[src/rtl/mul_arb_pkg.sv]
// mul_arb_pkg: shared state encoding and datapath widths for the multiplier arbiter
package mul_arb_pkg;
  typedef enum logic [1:0] {IDLE, ISSUE, WAIT, RESP} state_t;
  localparam int OP_W  = 4;
  localparam int RES_W = 8;
endpackage

[src/rtl/rr_pick.sv]
// rr_pick: combinational round-robin winner select starting at ptr_i
module rr_pick #(
  parameter int N_REQ = 4
) (
  input  logic [N_REQ-1:0]         req_i,
  input  logic [$clog2(N_REQ)-1:0] ptr_i,
  output logic [N_REQ-1:0]         gnt_o,
  output logic [$clog2(N_REQ)-1:0] idx_o
);
  localparam int ID_W = $clog2(N_REQ);
  logic [ID_W-1:0] k;
  // scan offsets from farthest to nearest so the request closest to ptr_i wins
  always_comb begin
    gnt_o = '0;
    idx_o = '0;
    k = '0;
    for (int i = N_REQ - 1; i >= 0; i--) begin
      k = ID_W'((int'(ptr_i) + i) % N_REQ);
      if (req_i[k]) begin
        gnt_o = '0;
        gnt_o[k] = 1'b1;
        idx_o = k;
      end
    end
  end
endmodule

[src/rtl/mul_arbiter.sv]
// mul_arbiter: round-robin sharing of one multiplier with a tagged response bus
module mul_arbiter import mul_arb_pkg::*; #(
  parameter int N_REQ   = 4,
  parameter int TIMEOUT = 16
) (
  input  logic                      clk_i,
  input  logic                      rst_i,
  input  logic [N_REQ-1:0]          req_valid_i,
  input  logic [OP_W*N_REQ-1:0]     req_a_i,
  input  logic [OP_W*N_REQ-1:0]     req_b_i,
  output logic [N_REQ-1:0]          req_ready_o,
  output logic                      rsp_valid_o,
  input  logic                      rsp_ready_i,
  output logic [$clog2(N_REQ)-1:0]  rsp_id_o,
  output logic [RES_W-1:0]          rsp_result_o,
  output logic                      rsp_err_o,
  output logic                      mul_start_o,
  output logic [OP_W-1:0]           mul_a_o,
  output logic [OP_W-1:0]           mul_b_o,
  input  logic                      mul_valid_i,
  input  logic [RES_W-1:0]          mul_result_i
);
  localparam int ID_W = $clog2(N_REQ);
  localparam int WD_W = $clog2(TIMEOUT + 1);
  state_t state, state_n;
  logic [ID_W-1:0] rr_ptr, id_q, win;
  logic [N_REQ-1:0] gnt;
  logic [OP_W-1:0] a_q, b_q;
  logic [RES_W-1:0] res_q;
  logic err_q, accept, done, tmo;
  logic [WD_W-1:0] wd;
  rr_pick #(.N_REQ(N_REQ)) u_pick (
    .req_i(req_valid_i),
    .ptr_i(rr_ptr),
    .gnt_o(gnt),
    .idx_o(win)
  );
  assign accept = (state == IDLE) && |req_valid_i;
  assign done = (state == WAIT) && mul_valid_i;
  assign tmo = (state == WAIT) && !mul_valid_i && (wd == WD_W'(TIMEOUT - 1));
  assign rsp_id_o = id_q;
  assign rsp_result_o = res_q;
  assign rsp_err_o = err_q;
  assign mul_a_o = a_q;
  assign mul_b_o = b_q;
  // next state and handshake outputs decoded from the current state
  always_comb begin
    state_n = state;
    req_ready_o = '0;
    mul_start_o = 1'b0;
    rsp_valid_o = 1'b0;
    case (state)
      IDLE: begin
        state_n = accept ? ISSUE : IDLE;
        req_ready_o = rst_i ? '0 : gnt;
      end
      ISSUE: begin
        state_n = WAIT;
        mul_start_o = 1'b1;
      end
      WAIT: state_n = (done || tmo) ? RESP : WAIT;
      RESP: begin
        state_n = rsp_ready_i ? IDLE : RESP;
        rsp_valid_o = 1'b1;
      end
      default: state_n = IDLE;
    endcase
  end
  // state, transaction registers and saturating watchdog
  always_ff @(posedge clk_i or posedge rst_i) begin
    if (rst_i) begin
      state <= IDLE;
      rr_ptr <= '0;
      id_q <= '0;
      a_q <= '0;
      b_q <= '0;
      res_q <= '0;
      err_q <= 1'b0;
      wd <= '0;
    end else begin
      state <= state_n;
      if (accept) begin
        id_q <= win;
        a_q <= req_a_i[OP_W*win +: OP_W];
        b_q <= req_b_i[OP_W*win +: OP_W];
        rr_ptr <= (win == ID_W'(N_REQ - 1)) ? '0 : win + ID_W'(1);
        res_q <= '0;
        err_q <= 1'b0;
      end
      if (done) begin
        res_q <= mul_result_i;
        err_q <= 1'b0;
      end else if (tmo) begin
        res_q <= '0;
        err_q <= 1'b1;
      end
      if (state == ISSUE) wd <= '0;
      else if (state == WAIT && wd != WD_W'(TIMEOUT)) wd <= wd + WD_W'(1);
    end
  end
endmodule

[config.mk]
export PLATFORM = sky130hd
export DESIGN_NAME = mul_arbiter
export DESIGN_NICKNAME = d
export VERILOG_FILES = /design/src/rtl/mul_arb_pkg.sv /design/src/rtl/rr_pick.sv /design/src/rtl/mul_arbiter.sv
export SDC_FILE = /design/constraint.sdc
export NUM_CORES = 1
export LEC_CHECK = 0
export ABC_AREA = 1
export BUFFER_PORTS_ARGS = -buffer_cell sky130_fd_sc_hd__buf_2
export CORE_UTILIZATION = 50
export CTS_BUF_LIST = sky130_fd_sc_hd__clkbuf_2 sky130_fd_sc_hd__clkbuf_4 sky130_fd_sc_hd__clkbuf_8
export DETAILED_ROUTE_END_ITERATION = 7
export PLACE_DENSITY = 0.87
export SETUP_SLACK_MARGIN = 0.3
export SYNTH_ARGS = -nofsm -noshare
export SYNTH_HDL_FRONTEND = slang
export SYNTH_SLANG_ARGS = --single-unit
[constraint.sdc]
create_clock -name clk_i -period 2.44 [get_ports clk_i]
set_input_delay 0.244 -clock clk_i [delete_from_list [all_inputs] [get_ports clk_i]]
set_output_delay 0.244 -clock clk_i [all_outputs]
set_load 0.005 [all_outputs]
==> flow_summary_export.csv <==
group,metric,value,unit
status,status,"complete, no violations",
detailed_routing,num_vias,2101,
yosys,synth_top_family_by_area,"simple AND/OR/NAND/NOR gates",
yosys,synth_top_area_share,33.2,%
cells_and_area,fin_area,0.00265,mm2
yosys,synth_area_leaders,"dfrtp_1 33%, nand2_1 13%, inv_1 8.0%, nand3_1 6.9%, ha_1 6.5%",
cts,cts-buffers-inserted,3,
die,dieArea,0.00449,mm2
grt,grt_pass1_vias,1919,
cts,insertion_delay,0.27,ns
yosys,synth_xor_area_share,0.830,%
cells_and_area,syn_to_final_growth,25.4,%
die,core,0.00403,mm2
yosys,yosysMostFrequentCell,"nand2_1",
worst_setup_path,r2r_setup_slack,0.47,ns
yosys,ys_ff_latch,28,
worst_setup_path,slowest_delay,0.44,ns
yosys,synth_edf_count,0,
placement,gp_congestion,0.923,
cells_and_area,num-fill-cells,348,
yosys,syn-cell-area,0.00211,mm2
die,io_pins,73,
sta,relSlewSlack,75.9,%
placement,numPortBuffers,72,
worst_setup_path,startpoint,"rr_ptr[0]",
sta,skew,0.00141,ns
worst_setup_path,path_buf_inv,2,
grt,grt_usage,23.8,%
power_and_ir_drop,intPower,1.81,mW
yosys,yosys_warnings,0,
worst_setup_path,cp_common_cell,"nand2_2",
grt,grt_start_max_net_pins,29,
worst_setup_path,worstPathMaxFanout,13,
worst_setup_path,worstPathRequired,2.20,ns
die,die_w,67.0,um
worst_setup_path,critPathCapture,"req_ready_o[0]",
worst_setup_path,cp.arrival,1.81,ns
flow_run,maxCapViolCount,0,
yosys,yosysTopAreaCell,"dfrtp_1",
worst_setup_path,path_depth,9,
cells_and_area,layout.nets,421,
min_path,hp-class,"input port to asynchronous set/reset pin",
grt,grt_pass1_wl,8190,um
cts,cts_tree,"yes",
cts,root_buffer,"clkbuf_8",
cts,clkTransAtPathRegs,0.09,ns
worst_setup_path,timing.rr.start,"rr_ptr[0]",
worst_setup_path,endpoint_kind,"primary output",
detailed_routing,antenna_left,0,
power_and_ir_drop,leakage,1.52,nW
yosys,synth_ff_type,"dfrtp_1",
power_and_ir_drop,p_seq_share,21.7,%
grt,grt-ovfl-total,0,
sta,tightestPinTransition,0.357,ns
cts,cts_sinks,28,
power_and_ir_drop,pwr-share-clk,7.6,%
yosys,syn_nets,341,
cts,htreeDepth,1,
cells_and_area,diodes,0,
yosys,synthAdderAreaFrac,6.52,%
detailed_routing,firstDrtPassIters,4,
detailed_routing,route.detailed.wl_per_inst,12.4,um
sta,report.final.slew_viol_count,0,
yosys,synth_common_cells,"75 x nand2_1, 45 x inv_1, 29 x nand3_1",
worst_setup_path,cp_cell_sequence,"buf_6 > nand2_2 > nand2_2 > o21ai_4 > nand3_1 > nand2_1 > o211ai_1 > a21oi_1 > buf_2",
yosys,synth_compound_area_share,13.6,%
power_and_ir_drop,p_comb_share,70.7,%
sta,setup_violations,0,
worst_setup_path,crit_family,"flip-flops",
sta,fin_crit_sh,84.3,%
detailed_routing,routed_wl,5110,um
placement,postPlaceCellArea,0.00252,mm2
worst_setup_path,worstSetupStartpointType,"register",
worst_setup_path,crit_slowest_cell,"dfrtp_2",
die,die-height,67.0,um
grt,antenna_found_initial,0,
yosys,async_flop_share,100,%
detailed_routing,vias_per_cell,5.11,
power_and_ir_drop,sw_frac_of_total,51.1,%
die,initial_core_util,52.4,%
worst_setup_path,reg2reg_depth,15,
detailed_routing,drc_errors,0,
yosys,syn_inst,282,
sta,layout_min_cycle_time,2.06,ns
sta,setup-tns-final,0,ns
yosys,synth-simple-area-share,33.6,%
placement,dp_hpwl,3850,um
detailed_routing,drt_iter0_drc,99,
worst_setup_path,reg2reg_to,"mul_a_o[3]",
cts,cts_buffer_depth,2,
yosys,yosysSeqAreaShare,33.2,%
yosys,avgSynthCellArea,7.49,um2
sta,rsz0062_at_grt,"yes",
sta,final_hold_viol_count,0,
power_and_ir_drop,irDropWorstVdd,0.615,mV
power_and_ir_drop,p_sw,1.89,mW
die,rows,23,
cells_and_area,drive_gt1_share,34.1,%
yosys,synthMuxAreaShare,0,%
worst_setup_path,criticalPathCategory,"register to primary output",
sta,timing.fmax,0.486,GHz
cts,ctsHoldBuffers,0,
power_and_ir_drop,p_per_area,1400,mW/mm2
yosys,synthDistinctLibCells,35,
layout by cell type, fill, tap and decap left out:
cell / count
o21ai_4: 2
ha_4: 1
nand3_1: 28
a21oi_1: 7
o22ai_1: 3
o21ai_1: 2
buf_6: 1
o211ai_1: 3
a41oi_1: 1
dfrtp_1: 26
nor2_1: 7
nand3b_1: 8
xnor2_1: 1
nand2_8: 1
nand2_4: 6
a32o_1: 8
ha_1: 10
dfrtp_2: 2
xor2_1: 1
nor3_1: 1
inv_2: 6
nand3_2: 6
nand4_1: 1
a31oi_1: 2
buf_4: 9
nand2_2: 10
o221ai_2: 1
inv_1: 44
clkinv_1: 1
o21ai_0: 9
buf_2: 72
o21a_1: 1
clkbuf_8: 4
clkinv_4: 1
nand2_1: 74
inv_4: 1
flip-flops by register name, summed over array words and instances, names as in the netlist:
signal and flops:
rsp_result_o 8, rsp_err_o 1, state 2, mul_b_o 4, mul_a_o 4, wd 5, rsp_id_o 2, rr_ptr 2
logic make-up (layout without fill, tap and decap cells):
kind of cell / after synthesis / after routing
simple gates: 142 / 142
buf+inv: 60 / 139
compound gates: 39 / 39
flops: 28 / 28
fa+ha+maj: 11 / 11
xor+xnor: 2 / 2
stage by stage:
stage	hold WS, ns	instances	setup slack, ns	total power, mW	util, %
2_1_floorplan	0.309	282	0.367	2.70	-
3_3_place_gp	0.334	402	0.339	3.16	62.5
3_5_place_dp	0.329	402	0.222	3.26	62.5
4_1_cts	0.0343	407	0.320	3.59	64.4
5_1_grt	0.0693	411	0.260	4.03	65.7
6_report	0.0271	411	0.383	3.70	65.7
power groups by stage:
stage	logic (mW)	registers, mW	clock network, mW
floorplan	1.89	0.808	0
global placement	2.34	0.815	0
detailed placement	2.44	0.816	0
CTS	2.50	0.805	0.282
global route	2.90	0.832	0.297
finish	2.62	0.805	0.281
worst min-delay path, delay by kind of cell:
kind	cells	cell delay, ns
buffers and inverters	3	0.46
how the worst min path moves through the flow:
stage | from | cells past startpoint | endpoint
after floorplan | rst_i | 1 | mul_a_o[0]
after CTS | rst_i | 3 | rsp_result_o[5]
final | rst_i | 3 | rsp_result_o[5]
after detailed placement | rst_i | 3 | rsp_result_o[5]
after global placement | rst_i | 3 | rsp_result_o[3]
after global routing | rst_i | 3 | mul_a_o[2]
cell type report:
| class | count | area, um2 | share of cell area (%) |
|---|---|---|---|
| flip-flops and latches | 28 | 703 | 26.6 |
| multi-input cells | 194 | 1180 | 44.6 |
| repair buffers | 82 | 439 | 16.6 |
| well taps | 50 | 62.6 | 2.36 |
| clock buffers | 4 | 55.1 | 2.08 |
| inverters | 53 | 206 | 7.80 |
routing by layer:
| metal | track usage [%] | routed length [um] | up-vias |
|---|---|---|---|
| met5 | 0 | 0 | - |
| met4 | 6.91 | 111 | 0 |
| met3 | 2.74 | 255 | 15 |
| met2 | 43.2 | 2560 | 82 |
| met1 | 29.1 | 2190 | 943 |
| li1 | - | - | 1061 |
timing repair:
action / CTS / global route
pin swaps: 0 / 2
endpoints found under the setup margin: 12 / 10
gates resized for setup: 3 / 8
setup buffers: 1 / 4
cloned: 0 / 0
No activity file was read; power rests on OpenSTA's default activity.
